$ cat src/rtl/booth_pkg.sv
// Shared Booth digit type, window encoder and elaboration-time sizing helpers
// for the pipelined Booth multiplier.
package booth_pkg;

  typedef enum logic [2:0] {
    BD_ZERO = 3'b000,
    BD_P1   = 3'b001,
    BD_P2   = 3'b010,
    BD_M1   = 3'b101,
    BD_M2   = 3'b110
  } booth_digit_t;

  // Window is {b[2i+1], b[2i], b[2i-1]}.
  function automatic booth_digit_t booth_encode(input logic [2:0] win);
    booth_digit_t d;
    case (win)
      3'b001, 3'b010: d = BD_P1;
      3'b011:         d = BD_P2;
      3'b100:         d = BD_M2;
      3'b101, 3'b110: d = BD_M1;
      default:        d = BD_ZERO;
    endcase
    return d;
  endfunction

  function automatic int pp_num(input int width);
    return width / 2 + 1;
  endfunction

  function automatic int csa_rows_next(input int n);
    return (n / 3) * 2 + (n % 3);
  endfunction

  function automatic int csa_rows_at(input int n0, input int lvl);
    int n;
    n = n0;
    for (int i = 0; i < lvl; i++) n = csa_rows_next(n);
    return n;
  endfunction

  function automatic int csa_levels(input int n0);
    int n;
    int l;
    n = n0;
    l = 0;
    while (n > 2) begin
      n = csa_rows_next(n);
      l++;
    end
    return l;
  endfunction

endpackage

$ cat src/rtl/booth_pp_gen.sv
// Radix-4 Booth partial-product generator: one 2*WIDTH row per digit plus a
// row collecting the +1 corrections of negated digits.
module booth_pp_gen
  import booth_pkg::*;
#(
  parameter  int WIDTH  = 16,
  localparam int PP_NUM = pp_num(WIDTH),
  localparam int NROWS  = PP_NUM + 1
) (
  input  logic [WIDTH+1:0]   a_ext_i,
  input  logic [WIDTH+1:0]   b_ext_i,
  output logic [2*WIDTH-1:0] rows_o [NROWS]
);

  localparam int PW = 2 * WIDTH;

  logic [PW-1:0]    a_w;
  logic [WIDTH+2:0] b_win;
  logic [PW-1:0]    corr;

  assign a_w   = {{(WIDTH-2){a_ext_i[WIDTH+1]}}, a_ext_i};
  assign b_win = {b_ext_i, 1'b0};

  for (genvar i = 0; i < PP_NUM; i++) begin : g_pp
    booth_digit_t  d;
    logic [PW-1:0] mag;
    logic          neg;

    assign d   = booth_encode(b_win[2*i +: 3]);
    assign neg = (d == BD_M1) || (d == BD_M2);

    always_comb begin
      mag = '0;
      case (d)
        BD_P1, BD_M1: mag = a_w;
        BD_P2, BD_M2: mag = a_w << 1;
        default:      mag = '0;
      endcase
    end

    // Negation is ~mag here; the matching +1 lands in the correction row.
    assign rows_o[i]  = (neg ? ~mag : mag) << (2 * i);
    assign corr[2*i]  = neg;
    if (i < PP_NUM - 1) begin : g_gap
      assign corr[2*i+1] = 1'b0;
    end
  end

  assign corr[PW-1:2*PP_NUM-1] = '0;
  assign rows_o[PP_NUM]        = corr;

endmodule

$ cat src/rtl/booth_mult_pipe.sv
// Three-stage radix-4 Booth multiplier: S1 partial products, S2 Wallace CSA
// reduction, S3 carry-lookahead add; valid/ready stream with global stall.
module booth_mult_pipe
  import booth_pkg::*;
#(
  parameter int WIDTH = 16
) (
  input  logic               clk,
  input  logic               rst,
  input  logic               in_valid,
  output logic               in_ready,
  input  logic [WIDTH-1:0]   a,
  input  logic [WIDTH-1:0]   b,
  input  logic               signed_mode,
  output logic               out_valid,
  input  logic               out_ready,
  output logic [2*WIDTH-1:0] product
);

  localparam int PP_NUM = pp_num(WIDTH);
  localparam int NROWS  = PP_NUM + 1;
  localparam int PW     = 2 * WIDTH;
  localparam int NLVL   = csa_levels(NROWS);

  logic             advance;
  logic [WIDTH+1:0] a_ext;
  logic [WIDTH+1:0] b_ext;
  logic [PW-1:0]    pp_rows [NROWS];
  logic [PW-1:0]    csa [0:NLVL][0:NROWS-1];
  logic [PW-1:0]    cla_sum;
  logic [PW-1:0]    cla_c;

  logic             s1_v_q, s2_v_q, s3_v_q;
  logic [PW-1:0]    s1_rows_q [NROWS];
  logic [PW-1:0]    s2_sum_q, s2_carry_q, s3_prod_q;

  assign advance  = ~s3_v_q | out_ready;
  assign in_ready = advance;

  assign a_ext = {{2{signed_mode & a[WIDTH-1]}}, a};
  assign b_ext = {{2{signed_mode & b[WIDTH-1]}}, b};

  booth_pp_gen #(.WIDTH(WIDTH)) u_pp_gen (
    .a_ext_i (a_ext),
    .b_ext_i (b_ext),
    .rows_o  (pp_rows)
  );

  for (genvar r = 0; r < NROWS; r++) begin : g_l0
    assign csa[0][r] = s1_rows_q[r];
  end

  // Each level compresses rows in groups of three; leftovers pass straight down.
  for (genvar l = 0; l < NLVL; l++) begin : g_lvl
    localparam int N  = csa_rows_at(NROWS, l);
    localparam int G  = N / 3;
    localparam int NN = csa_rows_next(N);

    for (genvar g = 0; g < G; g++) begin : g_csa
      logic [PW-1:0] x, y, z;
      assign x = csa[l][3*g];
      assign y = csa[l][3*g+1];
      assign z = csa[l][3*g+2];
      assign csa[l+1][2*g]   = x ^ y ^ z;
      assign csa[l+1][2*g+1] = ((x & y) | (x & z) | (y & z)) << 1;
    end
    for (genvar r = 0; r < N - 3*G; r++) begin : g_pass
      assign csa[l+1][2*G+r] = csa[l][3*G+r];
    end
    for (genvar r = NN; r < NROWS; r++) begin : g_pad
      assign csa[l+1][r] = '0;
    end
  end

  // 4-bit lookahead groups, group carries rippled; final carry-out dropped.
  assign cla_c[0] = 1'b0;
  for (genvar k = 0; k < PW / 4; k++) begin : g_cla
    logic [3:0] g, p;
    logic       c0;
    assign g  = s2_sum_q[4*k +: 4] & s2_carry_q[4*k +: 4];
    assign p  = s2_sum_q[4*k +: 4] ^ s2_carry_q[4*k +: 4];
    assign c0 = cla_c[4*k];
    assign cla_c[4*k+1] = g[0] | (p[0] & c0);
    assign cla_c[4*k+2] = g[1] | (p[1] & g[0]) | (p[1] & p[0] & c0);
    assign cla_c[4*k+3] = g[2] | (p[2] & g[1]) | (p[2] & p[1] & g[0])
                        | (p[2] & p[1] & p[0] & c0);
    if (k < PW / 4 - 1) begin : g_cout
      assign cla_c[4*k+4] = g[3] | (p[3] & g[2]) | (p[3] & p[2] & g[1])
                          | (p[3] & p[2] & p[1] & g[0]) | (&p & c0);
    end
    assign cla_sum[4*k +: 4] = p ^ cla_c[4*k +: 4];
  end

  always_ff @(posedge clk) begin
    if (rst) begin
      s1_v_q     <= 1'b0;
      s2_v_q     <= 1'b0;
      s3_v_q     <= 1'b0;
      s2_sum_q   <= '0;
      s2_carry_q <= '0;
      s3_prod_q  <= '0;
      for (int r = 0; r < NROWS; r++) s1_rows_q[r] <= '0;
    end else if (advance) begin
      s1_v_q <= in_valid;
      s2_v_q <= s1_v_q;
      s3_v_q <= s2_v_q;
      if (in_valid) s1_rows_q <= pp_rows;
      if (s1_v_q) begin
        s2_sum_q   <= csa[NLVL][0];
        s2_carry_q <= csa[NLVL][1];
      end
      if (s2_v_q) s3_prod_q <= cla_sum;
    end
  end

  assign out_valid = s3_v_q;
  assign product   = s3_prod_q;

endmodule

$ cat config.mk
export PLATFORM = sky130hd
export DESIGN_NAME = booth_mult_pipe
export DESIGN_NICKNAME = d
export VERILOG_FILES = /design/src/rtl/booth_pkg.sv /design/src/rtl/booth_pp_gen.sv /design/src/rtl/booth_mult_pipe.sv
export SDC_FILE = /design/constraint.sdc
export NUM_CORES = 1
export LEC_CHECK = 0
export CAP_MARGIN = 20
export CORE_MARGIN = 3
export CORE_UTILIZATION = 59
export DETAILED_ROUTE_END_ITERATION = 10
export GPL_TIMING_DRIVEN = 0
export PLACE_DENSITY = 0.78
export SLEW_MARGIN = 20
export SYNTH_ARGS = -nofsm -noshare
export SYNTH_HDL_FRONTEND = slang
export SYNTH_SLANG_ARGS = --single-unit
$ cat constraint.sdc
create_clock -name clk -period 4.9 [get_ports clk]
set_input_delay 0.98 -clock clk [delete_from_list [all_inputs] [get_ports clk]]
set_output_delay 0.98 -clock clk [all_outputs]
set_load 0.03 [all_outputs]
=== After elaboration in Yosys (flattened, before gate mapping) ===
Cells that the tools add are included.

* Bitwise gates (word level): 273
* Mux-type cells: 27
* Eq/ne operators: 87
* Reductions and logical operators: 52

{| class="wikitable"
|+ Operators by type and width
! kind !! count
|-
| $and A31 B31 Y31 || 22
|-
| $or A31 B31 Y31 || 16
|-
| $xor A32 B32 Y32 || 15
|-
| $eq A3 B3 Y1 const B || 42
|-
| $and A1 B1 Y1 || 110
|-
| $pmux W3 S4 || 8
|-
| $eq A3 B2 Y1 const B || 25
|-
| $or A1 B1 Y1 || 73
|-
| $reduce_or A2 Y1 || 34
|-
| $pmux W32 S2 || 1
|-
| $xor A4 B4 Y4 || 16
|-
| $and A31 B17 Y31 || 2
|-
| $pmux W30 S2 || 1
|-
| $pmux W28 S2 || 1
|-
| $pmux W26 S2 || 1
|-
| $eq A3 B1 Y1 const B || 17
|-
| $pmux W24 S2 || 1
|-
| $pmux W22 S2 || 1
|-
| $pmux W20 S2 || 1
|-
| $pmux W18 S2 || 1
|-
| $mux W32 || 1
|-
| $not A32 Y32 || 1
|-
| $pmux W16 S2 || 1
|-
| $xor A32 B17 Y32 || 1
|-
| 25 further kinds || 47
|}

* Register bits after elaboration: 323
* Bits of input ports: 37
* Word-level logic and storage cells: 455
* Output and inout bits: 34

=== Depth between registers and ports, before layout ===
* Depth after elaboration: 20
* Gate-level depth with buffers: 13
* Mapped depth without buffers: 13

=== By module ===
From an unflattened synthesis, not the netlist that was laid out.

* Cell total of the unflattened synthesis: 3,711
* Area total of the unflattened synthesis: 29,468.3 um^2

{| class="wikitable"
|+ By module, submodules not included
! module !! times used !! cells each !! sequential area each (um^2) !! area an instance (um^2)
|-
| booth_mult_pipe || 1 || 2,508 || 8,368.0 || 21,592.0
|-
| booth_pp_gen || 1 || 1,203 || 0.0 || 7,876.3
|}

=== Least setup slack after synthesis ===
Ideal clock, no wire load.

* Path type: register -> register
* Start: reg s1_rows_q, in the netlist g_lvl[0].g_csa[0].x[30]
* End: reg s2_sum_q[31]
* Library setup time: 0.070 ns
* Arrival: 3.318 ns
* Stages on the path, launching flop included: 12
* Path slack: 1.512 ns
* Clock period less this slack: 3.388 ns
* Buffers on the path: 0
* Data required time: 4.830 ns
* Cells stage by stage: dfxtp_1 > fa_1 > fa_1 > fa_1 > inv_1 > fa_1 > xnor2_1 > xnor2_1 > xnor2_1 > xnor2_1 > nand2_1 > a21oi_1

* Longest elaborated chain between the ends: 11
* Elaborated cells on any way between the ends: 26
* Those cells by class: 26 x bitwise

{| class="wikitable"
|+ RTL lines
! what !! RTL line !! source
|-
| from (decl) || booth_mult_pipe.sv:34 || <nowiki>logic [PW-1:0] s1_rows_q [NROWS];</nowiki>
|-
| from (signal assigned) || booth_mult_pipe.sv:107 || <nowiki>if (in_valid) s1_rows_q <= pp_rows;</nowiki>
|-
| $and A31 B31 Y31 / $xor A32 B32 Y32 (equally long branches) || booth_mult_pipe.sv:65, booth_mult_pipe.sv:64 ||
|-
| $or A31 B31 Y31 / $xor A32 B32 Y32 (equally long branches) || booth_mult_pipe.sv:65, booth_mult_pipe.sv:64 ||
|-
| $or A31 B31 Y31 (tied with other cells) || booth_mult_pipe.sv:65 || <nowiki>assign csa[l+1][2*g+1] = ((x & y) | (x & z) | (y & z)) << 1;</nowiki>
|-
| $xor A32 B32 Y32 / $or A31 B31 Y31 (equally long branches) || booth_mult_pipe.sv:64, booth_mult_pipe.sv:65 ||
|-
| $xor A32 B32 Y32 (tied with other cells) || booth_mult_pipe.sv:64 || <nowiki>assign csa[l+1][2*g] = x ^ y ^ z;</nowiki>
|-
| $xor A32 B32 Y32 / $or A31 B31 Y31 (equally long branches) || booth_mult_pipe.sv:64, booth_mult_pipe.sv:65 ||
|-
| $xor A32 B32 Y32 (tied with other cells) || booth_mult_pipe.sv:64 ||
|-
| $xor A32 B32 Y32 / $or A31 B31 Y31 (equally long branches) (2 in a row) || booth_mult_pipe.sv:64, booth_mult_pipe.sv:65 ||
|-
| $xor A32 B32 Y32 (*) || booth_mult_pipe.sv:64 ||
|-
| $xor A32 B17 Y32 (*) || booth_mult_pipe.sv:64 ||
|-
| to (signal assigned) || booth_mult_pipe.sv:109 || <nowiki>s2_sum_q <= csa[NLVL][0];</nowiki>
|-
| to (decl) || booth_mult_pipe.sv:35 || <nowiki>logic [PW-1:0] s2_sum_q, s2_carry_q, s3_prod_q;</nowiki>
|}

Mark *: on every way between the ends. The rest lies on a longest branch, timed or not.
A chain may end at the register's enable or synchronous reset.

=== Final worst setup path ===
* Start: in b[1]
* End: reg s1_rows_q, in the netlist g_lvl[0].g_csa[0].y[9]

* Longest elaborated chain between the ends: 8
* Elaborated cells on any way between the ends: 19
* Those cells by class: 10 x eq/ne; 3 x mux; 1 x bitwise; 5 x reduce/logical

{| class="wikitable"
|+ RTL lines
! what !! RTL line !! source
|-
| from (decl) || booth_mult_pipe.sv:13 || <nowiki>input logic [WIDTH-1:0] b,</nowiki>
|-
| $eq A3 B3 Y1 (tied with other cells) || booth_pkg.sv:16 || <nowiki>case (win)</nowiki>
|-
| $reduce_or A2 Y1 || booth_pkg.sv:16 ||
|-
| $pmux W3 S4 (*) || booth_pkg.sv:16 ||
|-
| $eq A3 B2 Y1 (tied with other cells) || booth_pp_gen.sv:34 || <nowiki>case (d)</nowiki>
|-
| $reduce_or A2 Y1 || booth_pp_gen.sv:34 ||
|-
| $pmux W30 S2 || booth_pp_gen.sv:34 ||
|-
| $not A30 Y30 || booth_pp_gen.sv:42 || <nowiki>assign rows_o[i] = (neg ? ~mag : mag) << (2 * i);</nowiki>
|-
| $mux W30 (*) || booth_pp_gen.sv:42 ||
|}

Marked as above.

==> run summary <==
reg-to-reg endpoint = s2_sum_q[31]
Primary FF master, synth = dfxtp_1
Cell Count, Final, Fillers Out = 2583
status = finished clean
clock root buffer = clkbuf_16
drt total wl = 53700 µm
drt via density = 5.93
Antenna Violating Nets Remaining = 0
clk_lat worst skew = 560 ps
CP cell instances = clkdlybuf4s50_1 -> clkbuf_1 -> nor2_1 -> nand2_1 -> o21ai_0 -> inv_1 -> ha_1 -> clkbuf_1 -> nor2_1 -> nor2_1 -> buf_2 -> xnor2_1 -> a211oi_1
Die H = 179 µm
routed len/inst = 20.8 µm
Tot Pwr = 7180 µW
RePlAce Congestion = 1.03
Seq/Total Area, Yosys = 29.9%
Post-synth EDFFs = 0
crit path max fanout = 10
Buf/Inv on CP = 5
H-tree levels = 1
period utilisation layout = 81.0%
first-pass GRT wire length = 82900 µm
synthesis-to-finish area growth = 10.8%
Compound-Gate Fraction of Synth Area = 16.3%
Hold Path Stages = 2
postcts setup bufs = 0
Post-Synth Adder-Cell Area = 22.4%
multiplexer share of the synthesized area = 0.850%
most used cell, CP = nor2_1
main combinational cell family by area after synthesis = adder cells
DP HPWL = 41400 µm
placed inst area = 18600 µm²
clock buffer depth = 3
clk_skew = 19.2 ps
Initial DRC Count = 1472
R2R setup slack = 1030 ps
TritonCTS Sinks = 264
commonest non-fill, non-tap cells in the layout = 264 x dfxtp_1, 259 x nand2_1, 241 x nor2_1
DP Worst Slack = 416 ps
cells taking the most area after synthesis = dfxtp_1 30%, fa_1 16%, xnor2_1 7.1%, ha_1 6.4%, nand2_1 5.5%
Reg2Reg Depth = 11
Simple-Gate Fraction of Synth Area = 14.4%
Final Setup Violations = 0
Top delay family on crit path = buffers and inverters
Post-Syn Instances = 2101
Hold Path Class = reg -> reg
post-synthesis xor/xnor area fraction = 7.69%
Die W = 179 µm
layout cells sized above 1 = 2.82%
Switching Fraction = 35.7%
Worst VDD drop = 0.000280 V
Ports = 71
post_cts resized = 0
Setup crit end kind = flip-flop
Die Area = 32000 µm²
row cnt = 62
Worst-Margin Slew = 1090 ps
fmax = 252 MHz
yosys warns = 0
initial antenna violation count = 0
hold path endpoint = product[1]
Antenna Cells = 0
area of the core = 29100 µm²
Power Dens Cells = 367 nW/µm²
RSZ-0062 raised after global routing = no
ys async rst share = 0%
Initial Utilization = 60.7%
GRT overflow = 0
port bufs = 47
most common cell after layout, fill and taps aside = dfxtp_1
cell count after placement = 2532
CTS tree = built
Worst Path Required = 5360 ps
largest net degree at the start of global routing = 14
total track usage = 33.8%
Net Count, Synth = 2370
hold path start = product[1]
slowest stage delay, CP = 620 ps
Clk pwr share = 30.6%
setup slack after layout = 931 ps
slowest stage cell on the critical path = nor2_1
startpoint types = primary input
Worst-path clk slew = 60 ps
syn_area_per_cell = 8.40 µm²
total leakage power = 0.00788 µW
Worst EP arrival = 4430 ps
Via Count = 15307
final hold vios = 0
largest area contributor in the netlist = dfxtp_1
internal power = 4620 µW
Slew Limit Fails = 0
Final Cell Area = 19600 µm²
Tmin final = 3970 ps
vias in the first global route = 15089
Final TNS setup = 0 ps
FF-to-FF Start = g_lvl[0].g_csa[0].x[30]
Layout Nets = 2448
Mapped Area = 17700 µm²
combinational group share of total power = 34.6%
Seq cells post-synth = 264
drc violations = 0
sequential power share = 34.8%
kind of critical path = in -> reg
Slew HR = 27.3%
Cell variety after synth = 55
1st-pass router iterations = 6
Max Cap Violations = 0
Sw Pwr = 2570 µW
post-synth top area share = 29.9%
hold_buf cts = 0
number of buffers created by CTS = 29
## sequential cells by signal (all words and copies together), names as in the netlist
| name | cells |
|---|---|
| s2_carry_q | 28 |
| g_lvl.g_csa.y | 54 |
| s2_v_q | 1 |
| g_lvl.g_csa.z | 61 |
| s2_sum_q | 32 |
| g_lvl.g_csa.x | 54 |
| out_valid | 1 |
| product | 32 |
| s1_v_q | 1 |
## routing by layer
layer  routed length, µm  global-route usage (%)
met1               21500                    44.6
met2               24500                    56.0
met3                5240                    4.89
met4                2470                    13.9
met5                   0                       0
## per-stage QoR
stage | utilization, % | hold WS, ps
floorplan | - | 432
global placement | 64.0 | 440
detailed placement | 64.0 | 447
CTS | 67.2 | 454
global route | 67.2 | 471
finish | 67.2 | 455
## kinds of logic after synthesis
family                     count (synthesis)
muxes                                     15
DFF                                      264
AOI/OAI and AO/OA                        432
adders and majority gates                232
buffers and inverters                    390
xor gates and xnor gates                 155
and+or+nand+nor                          613
## worst max path at each step
stage	from	to	depth (start not counted)
after floorplan	g_lvl[0].g_csa[0].x[30]	s2_sum_q[31]	11
after global placement	b[1]	g_lvl[0].g_csa[0].y[4]	13
after detailed placement	b[1]	g_lvl[0].g_csa[0].y[9]	13
after CTS	b[1]	g_lvl[0].g_csa[0].y[9]	13
after global routing	b[1]	g_lvl[0].g_csa[0].y[9]	13
final	b[1]	g_lvl[0].g_csa[0].y[9]	13
## synth_stat cells (all sizes together) (2+ instances only)
cell type / number
and2: 6
nand4: 2
mux2i: 15
a21o: 8
nand3: 30
a221oi: 15
or3b: 2
xor2: 12
a22oi: 105
nand3b: 2
nor2b: 7
inv: 216
buf: 22
nor4: 3
ha: 91
nand2: 259
a21boi: 2
a311o: 2
nor2: 242
dfxtp: 264
a31o: 2
nor3b: 14
a211oi: 107
and3: 3
fa: 141
or3: 4
a21oi: 151
o21ai: 13
o31ai: 2
nor4b: 2
nor3: 35
xnor2: 143
a311oi: 2
a31oi: 7
clkbuf: 151
o21a: 7
## layout make-up
type,instances,area (µm²)
Clock inverter,6,57.6
Sequential cell,264,5290
Fill cell,2403,9530
Tap cell,384,480
Timing Repair Buffer,47,470
Buffer,173,659
Clock buffer,45,896
Inverter,217,815
Multi-Input combinational cell,1447,10900
## worst reg2reg max path: stages (launching register included)
cell,delay (ps)
dfxtp_1,560
fa_1,660
fa_1,630
fa_1,530
inv_1,50
fa_1,370
xnor2_1,190
xnor2_1,160
xnor2_1,120
xnor2_1,270
nand2_1,90
a21oi_1,160
## power by group through the flow
stage,Clock (µW),Sequential (µW),Combinational [µW]
4_1_cts,2190,2490,2450
5_1_grt,2270,2520,2800
2_1_floorplan,0,2510,1760
3_5_place_dp,0,2540,2410
3_3_place_gp,0,2530,2320
6_report,2200,2500,2480
No activity file was read; power rests on OpenSTA's default activity.
